## config.mk

```make
export PLATFORM = sky130hd
export DESIGN_NAME = id_ex_pipe_reg
export DESIGN_NICKNAME = d
export VERILOG_FILES = /design/src/rtl/id_ex_pipe_reg.sv
export SDC_FILE = /design/constraint.sdc
export NUM_CORES = 1
export LEC_CHECK = 0
export ABC_AREA = 0
export CORE_MARGIN = 2
export CORE_UTILIZATION = 36
export CTS_CLUSTER_SIZE = 16
export DETAILED_ROUTE_END_ITERATION = 8
export PLACE_DENSITY = 0.77
export SLEW_MARGIN = 20
export SYNTH_ARGS = -nofsm -noshare
export SYNTH_HDL_FRONTEND = slang
export SYNTH_SLANG_ARGS = --single-unit
```

## constraint.sdc

```tcl
create_clock -name clk -period 1.61 [get_ports clk]
set_input_delay 0.2415 -clock clk [delete_from_list [all_inputs] [get_ports clk]]
set_output_delay 0.2415 -clock clk [all_outputs]
set_load 0.005 [all_outputs]
```

## src/rtl/id_ex_pipe_reg.sv

```systemverilog
// ID/EX pipeline register: captures decode control, operands and register
// addresses for execute; supports stall hold, flush bubbles and a bubble counter.
module id_ex_pipe_reg #(
   parameter int DATA_W     = 16,
   parameter int REG_ADDR_W = 3,
   parameter int CNT_W      = 16
) (
   input  logic                  clk,
   input  logic                  rst_n,
   input  logic                  stall,
   input  logic                  flush,
   input  logic                  valid_id,
   input  logic [1:0]            regDst,
   input  logic                  gt_bra,
   input  logic                  le_bra,
   input  logic                  eq_bra,
   input  logic                  memRead,
   input  logic [1:0]            memToReg,
   input  logic [2:0]            aluOp,
   input  logic                  memWrite,
   input  logic                  regWrite,
   input  logic                  jump,
   input  logic                  seOp,
   input  logic [DATA_W-1:0]     pc_plus1_id,
   input  logic [DATA_W-1:0]     rd_data1_id,
   input  logic [DATA_W-1:0]     rd_data2_id,
   input  logic [DATA_W-1:0]     imm_id,
   input  logic [REG_ADDR_W-1:0] rs_id,
   input  logic [REG_ADDR_W-1:0] rt_id,
   input  logic [REG_ADDR_W-1:0] rd_id,
   output logic [1:0]            regDst_ex,
   output logic                  gt_bra_ex,
   output logic                  le_bra_ex,
   output logic                  eq_bra_ex,
   output logic                  memRead_ex,
   output logic [1:0]            memToReg_ex,
   output logic [2:0]            aluOp_ex,
   output logic                  memWrite_ex,
   output logic                  regWrite_ex,
   output logic                  jump_ex,
   output logic                  seOp_ex,
   output logic [DATA_W-1:0]     pc_plus1_ex,
   output logic [DATA_W-1:0]     rd_data1_ex,
   output logic [DATA_W-1:0]     rd_data2_ex,
   output logic [DATA_W-1:0]     imm_ex,
   output logic [REG_ADDR_W-1:0] rs_ex,
   output logic [REG_ADDR_W-1:0] rt_ex,
   output logic [REG_ADDR_W-1:0] rd_ex,
   output logic                  valid_ex,
   output logic [CNT_W-1:0]      bubble_count
);

   // Reset and flush both leave a fully zeroed stage, so they share one branch.
   logic clearStage;
   logic counterSat;

   assign clearStage = !rst_n || flush;
   assign counterSat = &bubble_count;

   always_ff @(posedge clk) begin
      if (clearStage) begin
         regDst_ex   <= '0;
         gt_bra_ex   <= 1'b0;
         le_bra_ex   <= 1'b0;
         eq_bra_ex   <= 1'b0;
         memRead_ex  <= 1'b0;
         memToReg_ex <= '0;
         aluOp_ex    <= '0;
         memWrite_ex <= 1'b0;
         regWrite_ex <= 1'b0;
         jump_ex     <= 1'b0;
         seOp_ex     <= 1'b0;
         pc_plus1_ex <= '0;
         rd_data1_ex <= '0;
         rd_data2_ex <= '0;
         imm_ex      <= '0;
         rs_ex       <= '0;
         rt_ex       <= '0;
         rd_ex       <= '0;
         valid_ex    <= 1'b0;
      end else if (!stall) begin
         regDst_ex   <= regDst;
         gt_bra_ex   <= gt_bra;
         le_bra_ex   <= le_bra;
         eq_bra_ex   <= eq_bra;
         memRead_ex  <= memRead;
         memToReg_ex <= memToReg;
         aluOp_ex    <= aluOp;
         memWrite_ex <= memWrite;
         regWrite_ex <= regWrite;
         jump_ex     <= jump;
         seOp_ex     <= seOp;
         pc_plus1_ex <= pc_plus1_id;
         rd_data1_ex <= rd_data1_id;
         rd_data2_ex <= rd_data2_id;
         imm_ex      <= imm_id;
         rs_ex       <= rs_id;
         rt_ex       <= rt_id;
         rd_ex       <= rd_id;
         valid_ex    <= valid_id;
      end
   end

   // Counts flush bubbles only; stalls and loads leave it alone, and it sticks at all-ones.
   always_ff @(posedge clk) begin
      if (!rst_n) begin
         bubble_count <= '0;
      end else if (flush && !counterSat) begin
         bubble_count <= bubble_count + CNT_W'(1);
      end
   end

endmodule
```

==> key figures <==
Die
  – Starting Density: roughly 37%
  – Rows: 38
  – Core Area: 10840 µm²
  – Die area: between 10000 and 15000 µm²
  – # IOs: about 200
  – Die X: between 100 and 150 µm
  – Die Ht: between 100 and 150 µm

Logic synthesis
  – Post-synth EDFFs: 0
  – Ys flop type: dfxtp_1
  – Syn Nets: a little under 500
  – Mapped Cells: between 300 and 400
  – Top post-synthesis cells by area: dfxtp_1 (53%), mux2i_1 (22%), nor2_1 (8.8%)
  – Top cell type's share of synthesized area: a little over half
  – Ys async rst share: 0%
  – Seq/Total Area, Yosys: 52.68%
  – Syn Area/Cell: between 10 and 15 µm²
  – Mapped cell area: 3990 µm²
  – Top cell type by total area after synthesis: dfxtp_1
  – Yosys warnings: 0
  – Count of different cell masters after synthesis: 39
  – Number of synthesized register bits: 105

Timing
  – Clock Skews: between 0.01 and 0.015 ns
  – Fin. max-slew vios: 0
  – F_max: between 600 and 700 MHz
  – Final hold violation count: 0
  – Shortest period the worst path allows: around 1.6 ns
  – Relative slew slack: between 70 and 80%
  – Worst Tran Pin Value: slightly above 0.4 ns
  – Final setup vio count: 0
  – Setup TNS: 0 ns
  – Tcrit/Tclk final: between 90% and 100%

Detailed routing
  – Post-DR wirelength/cell: 14.83 µm
  – Final wirelength: approximately 11 mm
  – Routed Antenna Nets: 0
  – Total number of vias: 3619
  – Initial DRC count: about 170
  – Avg Vias per Cell: 4.851
  – Post-route DRC: 0
  – TritonRoute pass-1 iters: 4

Power and ir drop
  – Maximum vdd ir drop: 0.5310 mV
  – Tot Pwr: about 5.2 mW
  – Leak pwr: between 2 and 3 nW
  – P per Cell Area: roughly 800 nW/µm²

Global routing
  – Total GRT Usage: between 10% and 20%
  – Global-route wire length before repair: between 15 and 20 mm
  – Antenna violations before repair: 0
  – Vias in the first global route: ~3500
  – Largest net degree at the start of global routing: 49
  – GRT overflow: 0

Worst setup path
  – Crit-path max FO: 4
  – Cell count of the worst reg-to-reg path: 5
  – Worst setup SP type: register
  – Crit path buf inv count: 1
  – Worst EP arrival: 1.81 ns
  – Worst EP required: 1.85 ns
  – Setup crit end kind: register
  – Cell family with most CP delay: compound AO/OA/AOI/OAI gates
  – Crit-path max cell delay: about 0.49 ns
  – Cell depth of the worst setup path: 5
  – Slowest-stage cell, CP: o41ai_2
  – Crit Path Class: register to register
  – CP Cell Sequence: buf_4, nand3_1, o41ai_2, xor2_1, nor2_1

Final layout
  – Most frequent cells in the layout: clkdlybuf4s50_1 (192), nor2_1 (94), dfxtp_1 (92), mux2i_1 (89), buf_4 (19)
  – Diodes inserted: 0
  – P&R area growth vs syn: 63.66%
  – Layout cells sized above 1: approximately a tenth
  – Most common cell after layout, fill and taps aside: clkdlybuf4s50_1
  – Layout Nets: roughly 700
  – Fillers: between 800 and 900

CTS
  – TritonCTS buffer count: 9
  – Clock slew seen by the registers of the worst setup and hold paths: between 0.1 and 0.15 ns
  – Clock Latency Late Sink: 0.36 ns
  – Clock sink count: approximately 110
  – CTS root buf: clkbuf_8
  – CTS H-tree lvls: 3
  – CTS tree: done
  – Post-CTS Hold Buffers: 0
  – Clock Path Buffers: 2

Worst hold path
  – Worst hold path type: primary input to register
  – Worst hold path depth: 3

Placement
  – Port buffer count: just under 200
  – Dpl hpwl: between 8 and 9 mm
  – RePlAce Congestion: approximately 0.83

Flow run
  – Maxcap violations: 0

Status
  – Status: finished clean
through the flow:
stage	instances	setup WS [ns]	cell area [µm²]	hold slack (ns)	utilization, %
after floorplan	394	0.01532	3990	0.3854	-
after global placement	728	-0.1564	6246	0.4744	57.62
after detailed placement	728	-0.2085	6246	0.4836	57.62
after CTS	746	0.0006579	6500	0.3364	59.96
after global routing	746	-0.01932	6530	0.3401	60.24
final	746	0.04356	6530	0.3525	60.24
flip-flops by register name, indices dropped and copies added (netlist names), 2 cells and up:
name / flops
memToReg_ex: 2
rd_data2_ex: 16
rt_ex: 3
rd_data1_ex: 16
pc_plus1_ex: 16
regDst_ex: 2
aluOp_ex: 3
rd_ex: 3
rs_ex: 3
bubble_count: 16
imm_ex: 16
final cells by class:
| type | count | area, µm² | area share (%) |
|---|---|---|---|
| inverters | 3 | 11.26 | 0.1724 |
| clock inverters | 7 | 102.6 | 1.571 |
| repair buffers | 220 | 2207 | 33.80 |
| multi-input cells | 262 | 1782 | 27.28 |
| well taps | 140 | 175.2 | 2.683 |
| clock buffers | 9 | 123.9 | 1.897 |
| flip-flops and latches | 105 | 2128 | 32.59 |
per-layer routing:
| layer | vias to the layer above | GRT usage, % | routed length (µm) |
|---|---|---|---|
| met3 | 15 | 4.901 | 1086 |
| met2 | 164 | 31.19 | 5383 |
| met1 | 1662 | 21.21 | 4439 |
| li1 | 1778 | - | - |
| met5 | - | 0 | 0 |
| met4 | 0 | 5.877 | 154 |
worst paths after layout:
path                    from              end  slack, ns
max          bubble_count[5]  bubble_count[0]       0.04
min                    stall          seOp_ex       0.35
max reg2reg  bubble_count[5]  bubble_count[0]       0.04
min reg2reg   rd_data1_ex[7]   rd_data1_ex[7]       0.50
logic make-up after synthesis:
| kind of cell | share of synthesized area, % |
|---|---|
| buffers and inverters | 3.198 |
| muxes | 22.33 |
| AOI/OAI and AO/OA | 4.547 |
| adders and majority gates | 0.3135 |
| xor gates and xnor gates | 0.2195 |
| and+or+nand+nor | 16.71 |
| DFF | 52.68 |
worst register-to-register path: cells and delay by family, from the launching register on:
| kind | cells | cell delay [ns] |
|---|---|---|
| and+or+nand+nor | 2 | 0.29 |
| DFF | 1 | 0.35 |
| buffers and inverters | 1 | 0.13 |
| AOI/OAI and AO/OA | 1 | 0.49 |
| xor gates and xnor gates | 1 | 0.19 |
cells in the mapped netlist, types with 3 or more instances:
master / n
a21oi_1: 6
a31oi_1: 3
and3_1: 3
buf_2: 12
buf_4: 3
clkbuf_1: 9
dfxtp_1: 105
mux2i_1: 89
nand2_1: 10
nand3_1: 9
nand4_1: 6
nor2_1: 94
nor3_1: 3
nor4_1: 3
o21ai_0: 8
or3_1: 5
repair_timing:
item / CTS / global route
hold endpoints to repair: 0 / 0
pin swaps: 0 / 2
setup buffers: 2 / 0
resized for setup: 13 / 10
setup endpoints to repair: 11 / 11
power breakdown:
part | internal, mW | switching, mW
registers | 2.67 | 0.0398
clock network | 0.889 | 0.893
logic | 0.471 | 0.250
total | 4.03 | 1.18
Note: power is estimated with default switching activity, not from simulation.
